<file path="config.mk">
export PLATFORM = sky130hd
export DESIGN_NAME = tone_nco_stereo
export DESIGN_NICKNAME = d
export VERILOG_FILES = /design/src/rtl/tone_pkg.sv /design/src/rtl/tone_wave_shaper.sv /design/src/rtl/tone_nco_stereo.sv
export SDC_FILE = /design/constraint.sdc
export NUM_CORES = 1
export LEC_CHECK = 0
export CORE_MARGIN = 3
export CORE_UTILIZATION = 45
export DETAILED_ROUTE_END_ITERATION = 10
export SYNTH_ARGS = -nofsm -noshare
export SYNTH_HDL_FRONTEND = slang
export SYNTH_SLANG_ARGS = --single-unit
</file>
<file path="constraint.sdc">
create_clock -name clk -period 4.1 [get_ports clk]
set_clock_uncertainty 0.15 [all_clocks]
set_input_delay 0.41 -clock clk [delete_from_list [all_inputs] [get_ports clk]]
set_output_delay 0.41 -clock clk [all_outputs]
set_load 0.03 [all_outputs]
</file>
<file path="src/rtl/tone_pkg.sv">
// tone_pkg: shared types and helpers for the stereo tone NCO.
//   mode_e   : waveform select (saw, square, triangle, silence)
//   state_e  : sample-issue FSM states
//   MIDSCALE : offset-binary zero level for a given sample width
package tone_pkg;

  typedef enum logic [1:0] {
    MODE_SAW     = 2'd0,
    MODE_SQUARE  = 2'd1,
    MODE_TRI     = 2'd2,
    MODE_SILENCE = 2'd3
  } mode_e;

  typedef enum logic [1:0] {
    IDLE  = 2'd0,
    ARM   = 2'd1,
    ISSUE = 2'd2,
    GAP   = 2'd3
  } state_e;

  function automatic logic [31:0] MIDSCALE(input int unsigned bits);
    return 32'd1 << (bits - 1);
  endfunction

endpackage

</file>
<file path="src/rtl/tone_wave_shaper.sv">
// tone_wave_shaper: combinational phase -> sample shaper, one per channel.
// Optional build macro: TONE_GAIN_EN (adds 8-bit gain, out = (wave*gain)>>8).
// Ports:
//   phase_top [AUDIO_BITS:0] : top AUDIO_BITS+1 bits of the phase accumulator
//   mode                     : waveform select
//   gain [7:0]               : output scale (TONE_GAIN_EN only)
//   wave [AUDIO_BITS-1:0]    : unsigned offset-binary sample
module tone_wave_shaper
  import tone_pkg::*;
#(
  parameter int AUDIO_BITS = 12
) (
  input  logic [AUDIO_BITS:0]   phase_top,
  input  mode_e                 mode,
`ifdef TONE_GAIN_EN
  input  logic [7:0]            gain,
`endif
  output logic [AUDIO_BITS-1:0] wave
);

  localparam logic [AUDIO_BITS-1:0] MID = AUDIO_BITS'(MIDSCALE(AUDIO_BITS));

  logic                  msb;
  logic [AUDIO_BITS-1:0] t, u, raw;

  // t is the top slice (saw), u is the slice one bit lower; folding u on the
  // MSB gives a triangle of twice the slope with the same period.
  assign msb = phase_top[AUDIO_BITS];
  assign t   = phase_top[AUDIO_BITS:1];
  assign u   = phase_top[AUDIO_BITS-1:0];

  always_comb begin
    raw = MID;
    case (mode)
      MODE_SAW:     raw = t;
      MODE_SQUARE:  raw = {AUDIO_BITS{msb}};
      MODE_TRI:     raw = msb ? ~u : u;
      default:      raw = MID;
    endcase
  end

`ifdef TONE_GAIN_EN
  logic [AUDIO_BITS+7:0] prod;
  assign prod = {8'd0, raw} * {{AUDIO_BITS{1'b0}}, gain};
  assign wave = prod[AUDIO_BITS+7:8];
`else
  assign wave = raw;
`endif

endmodule

</file>
<file path="src/rtl/tone_nco_stereo.sv">
// tone_nco_stereo: stereo phase-accumulator tone source feeding the
// audio_44_1kHz sink via wreq/sample/ready, clk_audio domain.
// Optional build macro: TONE_GAIN_EN (adds gain input, shared by both channels).
// Ports:
//   clk, aclr_       : audio clock, async active-low reset
//   enable           : run/stop sample generation
//   ready            : sink can accept a sample
//   tune_l, tune_r   : per-channel phase increment per sample
//   mode             : 0 saw, 1 square, 2 triangle, 3 silence
//   cfg_load         : capture tune_l/tune_r/mode into pending registers
//   gain             : 8-bit output scale (TONE_GAIN_EN only)
//   wreq             : one-cycle write strobe
//   sample           : {left, right}, registered, valid while wreq=1
//   status           : toggles on every left-accumulator wrap
module tone_nco_stereo
  import tone_pkg::*;
#(
  parameter int AUDIO_BITS = 12,
  parameter int PHASE_BITS = 24
) (
  input  logic                    clk,
  input  logic                    aclr_,
  input  logic                    enable,
  input  logic                    ready,
  input  logic [PHASE_BITS-1:0]   tune_l,
  input  logic [PHASE_BITS-1:0]   tune_r,
  input  logic [1:0]              mode,
  input  logic                    cfg_load,
`ifdef TONE_GAIN_EN
  input  logic [7:0]              gain,
`endif
  output logic                    wreq,
  output logic [2*AUDIO_BITS-1:0] sample,
  output logic                    status
);

  state_e                  state, state_nxt;
  logic [PHASE_BITS-1:0]   phase_l, phase_r;
  logic [PHASE_BITS-1:0]   pend_tl, pend_tr, act_tl, act_tr;
  mode_e                   pend_mode, act_mode;
  logic [PHASE_BITS:0]     sum_l;
  logic [PHASE_BITS-1:0]   sum_r;
  logic [AUDIO_BITS-1:0]   wave_l, wave_r;

  always_comb begin
    state_nxt = state;
    case (state)
      IDLE:    if (enable) state_nxt = ARM;
      ARM:     if (!enable) state_nxt = IDLE;
               else if (ready) state_nxt = ISSUE;
      ISSUE:   state_nxt = GAP;
      default: state_nxt = ARM;
    endcase
  end

  // Left sum keeps its carry: that carry is the wrap event behind status.
  assign sum_l = {1'b0, phase_l} + {1'b0, act_tl};
  assign sum_r = phase_r + act_tr;

  tone_wave_shaper #(.AUDIO_BITS(AUDIO_BITS)) u_shape_l (
    .phase_top (phase_l[PHASE_BITS-1 -: AUDIO_BITS+1]),
    .mode      (act_mode),
`ifdef TONE_GAIN_EN
    .gain      (gain),
`endif
    .wave      (wave_l)
  );

  tone_wave_shaper #(.AUDIO_BITS(AUDIO_BITS)) u_shape_r (
    .phase_top (phase_r[PHASE_BITS-1 -: AUDIO_BITS+1]),
    .mode      (act_mode),
`ifdef TONE_GAIN_EN
    .gain      (gain),
`endif
    .wave      (wave_r)
  );

  always_ff @(posedge clk or negedge aclr_) begin
    if (!aclr_) begin
      state     <= IDLE;
      wreq      <= 1'b0;
      sample    <= '0;
      status    <= 1'b0;
      phase_l   <= '0;
      phase_r   <= '0;
      pend_tl   <= '0;
      pend_tr   <= '0;
      act_tl    <= '0;
      act_tr    <= '0;
      pend_mode <= MODE_SAW;
      act_mode  <= MODE_SAW;
    end else begin
      state <= state_nxt;
      wreq  <= (state_nxt == ISSUE);
      // Sample is taken from the phase before this issue's advance.
      if (state_nxt == ISSUE) sample <= {wave_l, wave_r};
      if (state == ISSUE) begin
        phase_l <= sum_l[PHASE_BITS-1:0];
        phase_r <= sum_r;
        if (sum_l[PHASE_BITS]) status <= ~status;
      end
      if (cfg_load) begin
        pend_tl   <= tune_l;
        pend_tr   <= tune_r;
        pend_mode <= mode_e'(mode);
      end
      // Promotion only in GAP: the sample in flight never sees a mid-sample
      // config change, and the next advance uses the new increment.
      if (state == GAP) begin
        act_tl   <= pend_tl;
        act_tr   <= pend_tr;
        act_mode <= pend_mode;
      end
    end
  end

endmodule
</file>
==> metrics.txt <==
flops & latches, synth 176; Leak 4.89 nW; post-synthesis compound-gate area fraction 16.7%; worst vdd ir 0.400 mV; H-tree levels 4; vias 6,885; vias in the first global route 6,503; Syn Inst Count 932; Post-synth EDFFs 0; Pwr Total 9.55 mW; Min Clock Period, post-route 2.64 ns; Post CTS Setup Buffer Count 0; Cell Area, Synth 9580 sq um; Peak Freq 378 MHz; startpoint types register; initial DRC count 348; maximum number of pins on one net before global-route repair 86; row cnt 52; Buffers on Ports 80; total track usage 16.8%; FFs w/ async S/R, synth 100%; mux cell area share after synthesis 12.0%; crit path capture type register; clock sink total 176; status complete, no violations; largest family of logic cells by synthesized area compound AO/OA/AOI/OAI gates; Slew @ Worst Pin 1.12 ns; Min-Delay Path Class reg2reg; Syn Nets 1,036; layout cell share with drive strength beyond 1 16.4%; first-pass GRT wire length 32.6 mm; RePlAce Congestion 0.818; die area 23,100 sq um; total routed wirelength 19.1 mm; Hold Vio Cnt, Final 0; RSZ-0062 raised after global routing no; initial antenna violation count 0; 1st-pass router iterations 5; MaxCap Viol Count 0; synthesized-area fraction occupied by adder cells 6.56%; Synth Area per Inst 10.3 sq um; TritonCTS buffer count 17; Synth-to-Final Area Change 16.7%; Die W 152 um; Root Buffer clkbuf_16; Main synth FF type dfrtp_1; CP Max Fanout 4; Setup TNS 0 ns; via/cell ratio 5.41; # diodes 0; sequential element share of the synthesized area 46.0%; DR WL/cell 15.0 um; final setup vio count 0; HPWL after DPL 13.7 mm; commonest non-fill, non-tap cell in the layout dfrtp_1; yosys warns 0; Die Span Y 152 um; Final period util 64.5%; worst-skew pair later-pin latency 0.42 ns; Worst EP required 4.26 ns; # IOs 81; post-route ant nets 0; Final Max Tran Viols 0; # DRC 0; final net count 1,093; Distinct cells, synth 70; pwr dens 854 nW/um^2; Simple-Gate Fraction of Synth Area 11.9%; CORE AREA 20,600 sq um; most frequent cells in the layout dfrtp_1, nand2_1, mux2_2; Clock Path Buffers 2; gr ovfl total 0; clock-pin slew on the worst setup and hold paths 0.07 ns; Synth Area in XOR/XNOR 4.57%; TritonCTS clock tree done; critical setup path kind reg2reg; slew margin rel. 25.2%; Worst EP arrival 2.80 ns; Initial Utilization 46.6%
## path summary, 6_finish.rpt
check                      depth (start not counted)  slack (ns)        from           to
max                                                9        1.46  phase_r[0]  phase_r[22]
min                                                2        0.31  sample[22]   sample[22]
max reg2reg                                        9        1.46  phase_r[0]  phase_r[22]
min reg2reg                                        2        0.31  sample[22]   sample[22]
max in group asynchronous                          3        2.46       aclr_    act_tr[1]
min in group asynchronous                          2        0.45       aclr_  pend_tr[14]
## layer usage
| layer | share of wire (%) | up-vias | global-route usage, % |
|---|---|---|---|
| li1 | - | 3458 | - |
| met1 | 52 | 3300 | 25.4 |
| met2 | 44 | 114 | 24.9 |
| met3 | 3.7 | 13 | 3.36 |
| met4 | 0.88 | 0 | 3.85 |
| met5 | 0 | - | 0 |
## Yosys cell counts (all sizes together) (7+ instances only)
cell type	n	share of area, %
mux2	100	12
buf	14	0.67
a21o	19	1.5
ha	47	6.1
xnor2	29	2.7
nor2	43	1.8
a211oi	20	1.8
nand3	16	0.97
xor2	21	1.9
nor3	8	0.47
clkbuf	36	1.4
a31oi	9	0.59
nand2b	7	0.46
nor2b	17	1.2
o21a	8	0.63
a21oi	65	3.5
dfrtp	176	46
nand2	131	5.1
o21ai	93	4.9
## metrics by stage
stage,util (%),setup slack (ns),cells,instance area (sq um),hold WS [ns]
2_1_floorplan,-,1.71,932,9580,-0.0356
3_3_place_gp,51.5,1.52,1239,10600,0.300
3_5_place_dp,51.5,1.46,1239,10600,0.307
4_1_cts,54.4,1.43,1272,11200,0.323
5_1_grt,54.4,1.25,1272,11200,0.357
6_report,54.4,1.46,1272,11200,0.313
## power breakdown
| part | switching (mW) | total (mW) | internal, mW |
|---|---|---|---|
| Clock | 0.692 | 1.60 | 0.907 |
| Combinational | 2.72 | 4.94 | 2.22 |
| Sequential | 0.630 | 3.00 | 2.37 |
## cell families (layout without fill, tap and decap cells)
group | after synthesis | count (layout)
AOI/OAI and AO/OA | 252 | 252
and+or+nand+nor | 248 | 248
DFF | 176 | 176
muxes | 102 | 102
buffers and inverters | 55 | 125
xor gates and xnor gates | 50 | 50
adders and majority gates | 49 | 49
## state kept, by name (all words and copies together) (netlist names)
register   cells
pend_tl       24
phase_l       24
pend_mode      2
sample        24
act_mode       2
state          2
act_tl        24
wreq           1
status         1
pend_tr       24
phase_r       24
act_tr        24
## what timing repair did
action / in CTS / in global routing
hold buffers: 1 / 0
gates resized for setup: 0 / 0
hold endpoints to repair: 83 / 0
## layout make-up
type                            instances  area (sq um)
Clock inverter                         11           103
Clock buffer                           21           480
Fill cell                            1900          9380
Tap cell                              270           338
Inverter                                5          18.8
Multi-Input combinational cell        701          4960
Sequential cell                       176          4400
Timing Repair Buffer                   88           872
## worst max-delay path, stage by stage (launching register included)
cell	delay, ns
dfrtp_1	0.38
ha_1	0.24
fa_1	0.41
a21oi_1	0.25
o2111ai_1	0.19
o211ai_2	0.15
o221ai_2	0.20
a41oi_1	0.30
mux2i_1	0.21
nand2_1	0.07
(Power assumes the default switching activity.)
==> patch, RTL diff (same flow settings) <==
Register the output `status` once more, with the module's reset; this adds one clock of latency there. The other outputs are not delayed to match.
--- a/src/rtl/tone_nco_stereo.sv
+++ b/src/rtl/tone_nco_stereo.sv
@@ -33,6 +33,8 @@
   output logic [2*AUDIO_BITS-1:0] sample,
   output logic                    status
 );
+
+  logic status_s0;
 
   state_e                  state, state_nxt;
   logic [PHASE_BITS-1:0]   phase_l, phase_r;
@@ -80,7 +82,7 @@
       state     <= IDLE;
       wreq      <= 1'b0;
       sample    <= '0;
-      status    <= 1'b0;
+      status_s0 <= 1'b0;
       phase_l   <= '0;
       phase_r   <= '0;
       pend_tl   <= '0;
@@ -97,7 +99,7 @@
       if (state == ISSUE) begin
         phase_l <= sum_l[PHASE_BITS-1:0];
         phase_r <= sum_r;
-        if (sum_l[PHASE_BITS]) status <= ~status;
+        if (sum_l[PHASE_BITS]) status_s0 <= ~status_s0;
       end
       if (cfg_load) begin
         pend_tl   <= tune_l;
@@ -114,4 +116,12 @@
     end
   end
 
+  always_ff @(posedge clk or negedge aclr_) begin
+    if (!aclr_) begin
+      status <= '0;
+    end else begin
+      status <= status_s0;
+    end
+  end
+
 endmodule
Behaviour: not the same (a bounded check fails within 10 cycles, from zero or initial values).
==> patch against the unedited design <==
- setup slack improved by 0.015 ns
- sequential cell count up 1
- routed wire length down 1.3%
- synthesized cell count up 0.11%
- synthesized area increased by 0.26%
- worst hold slack better by 0.0043 ns
- final area grew 0.13%
- power down 0.46%
- non-clock buffer count rose by 1
- die area is 0.25% higher
- count of clock-buffer cells in the layout did not move
- highest routed layer unchanged
==> patch: results (changes against the unedited design) <==
met1 usage 25.7% (+0.27 points); Filler Cells Inserted 1,858 (-2.2%); wire length per cell 14.8 um (-1.4%); most common library cells after synthesis 177 x dfrtp_1, 131 x nand2_1, 100 x mux2_2; worst hold slack 0.317 ns (+0.00432 ns); DR top layer met4; Pre-antenna DRT Iters 4 (-1); Clk pin slew, worst setup/hold paths 0.07 ns (about the same); M2 GR Usage 24.5% (-0.47 points); Synth Area in Adders 6.54% (-0.017 points); Inserted Clock Buffers 17 (unchanged); Hold Crit Endpoint status; Metal-1 WL 10,000 um (+1.4%); synthesized netlist net count 1,037 (+0.097%); top area cells in the synthesized netlist dfrtp_1 46%, mux2_2 12%, ha_1 6.1%, nand2_1 5.1%, o21ai_0 4.3%; vias post-DR 6,781 (-1.5%); Synth Area in XOR/XNOR 4.56% (-0.012 points); R2R Setup Slk about 1.5 ns; Leak Pwr 4.91 nW (+0.25%); Buffers on Ports 80 (unchanged); met3 Usage GRT 3.19% (-0.17 points); drt first-iter violations 393 (+13%); mux cell area share after synthesis 11.9% (-0.031 points); Arr. time, crit path 2.76 ns (-0.04 ns); hold-critical path depth 0 (-2); Tightest Pin Transition 0.862 ns (-0.260 ns); largest stage delay on the critical path 0.41 ns (about the same); CP endpoint phase_r[18]; met3 routed WL 636 um (-10%); pin count of the biggest net entering global routing 88 (+2.3%); maximum ir drop on the vdd rail 0.000337 V (-16%); Worst Hold Class flip-flop to flip-flop; compound-gate portion of the synthesized area 16.7% (-0.044 points); register area share after synthesis 46.1% (+0.14 points); gpl congestion 0.839 (+2.6%); Met2 Wirelength 8030 um (-3.7%); GRT Util Overall 16.7% (-0.041 points); status finished clean; vias in the first global route 6,495 (-0.12%); proportion of layout cells with a drive suffix above 1 16.2% (-0.13 points); initial antenna violation count 0 (unchanged); fin nets 1,095 (+0.18%); DP HPWL 13,500 um (-1.2%); hold path start status_s0
patch: area by class of cell:
| cell class | count | share of cell area (%) |
|---|---|---|
| Timing Repair Buffer | 89 | 7.86 |
| Inverter | 5 | 0.168 |
| Sequential cell | 177 | 39.6 |
| Clock inverter | 11 | 0.939 |
| Tap cell | 270 | 3.02 |
| Clock buffer | 21 | 4.11 |
| Multi-Input combinational cell | 701 | 44.3 |
patch: worst register-to-register path, delay by kind of cell, from the launching register on:
kind	cells	cell delay, ns
xor+xnor	1	0.17
fa+ha+maj	2	0.65
compound gates	6	1.14
flops	1	0.38
patch: cells by family after synthesis:
kind of cell | after synthesis
AO/OA/AOI/OAI | 252
XOR/XNOR | 50
adder cells (fa/ha/maj) | 49
buffers and inverters | 55
flip-flops | 177
multiplexers | 102
AND/OR/NAND/NOR | 248
patch: where the power goes:
part / total (W) / internal (W) / leakage (nW) / switching (W)
Clock: 0.00157 / 0.000875 / 0.278 / 0.000699
Combinational: 0.00493 / 0.00222 / 2.48 / 0.00271
Sequential: 0.00299 / 0.00239 / 2.15 / 0.000605
Total: 0.00950 / 0.00549 / 4.91 / 0.00401
patch: through the flow:
step / setup slack, ns / power (W) / instance area, um^2 / std cells / utilization, %
floorplan: 1.71 / 0.00679 / 9600 / 933 / -
global placement: 1.52 / 0.00793 / 10600 / 1241 / 51.5
detailed placement: 1.48 / 0.00797 / 10600 / 1241 / 51.5
CTS: 1.46 / 0.00959 / 11200 / 1274 / 54.3
global route: 1.26 / 0.0104 / 11200 / 1274 / 54.3
finish: 1.47 / 0.00950 / 11200 / 1274 / 54.3
patch: what timing repair did:
action | in CTS | in global routing
hold endpoints to repair | 47 | 0
hold buffers | 1 | 0
resized for setup | 0 | 0
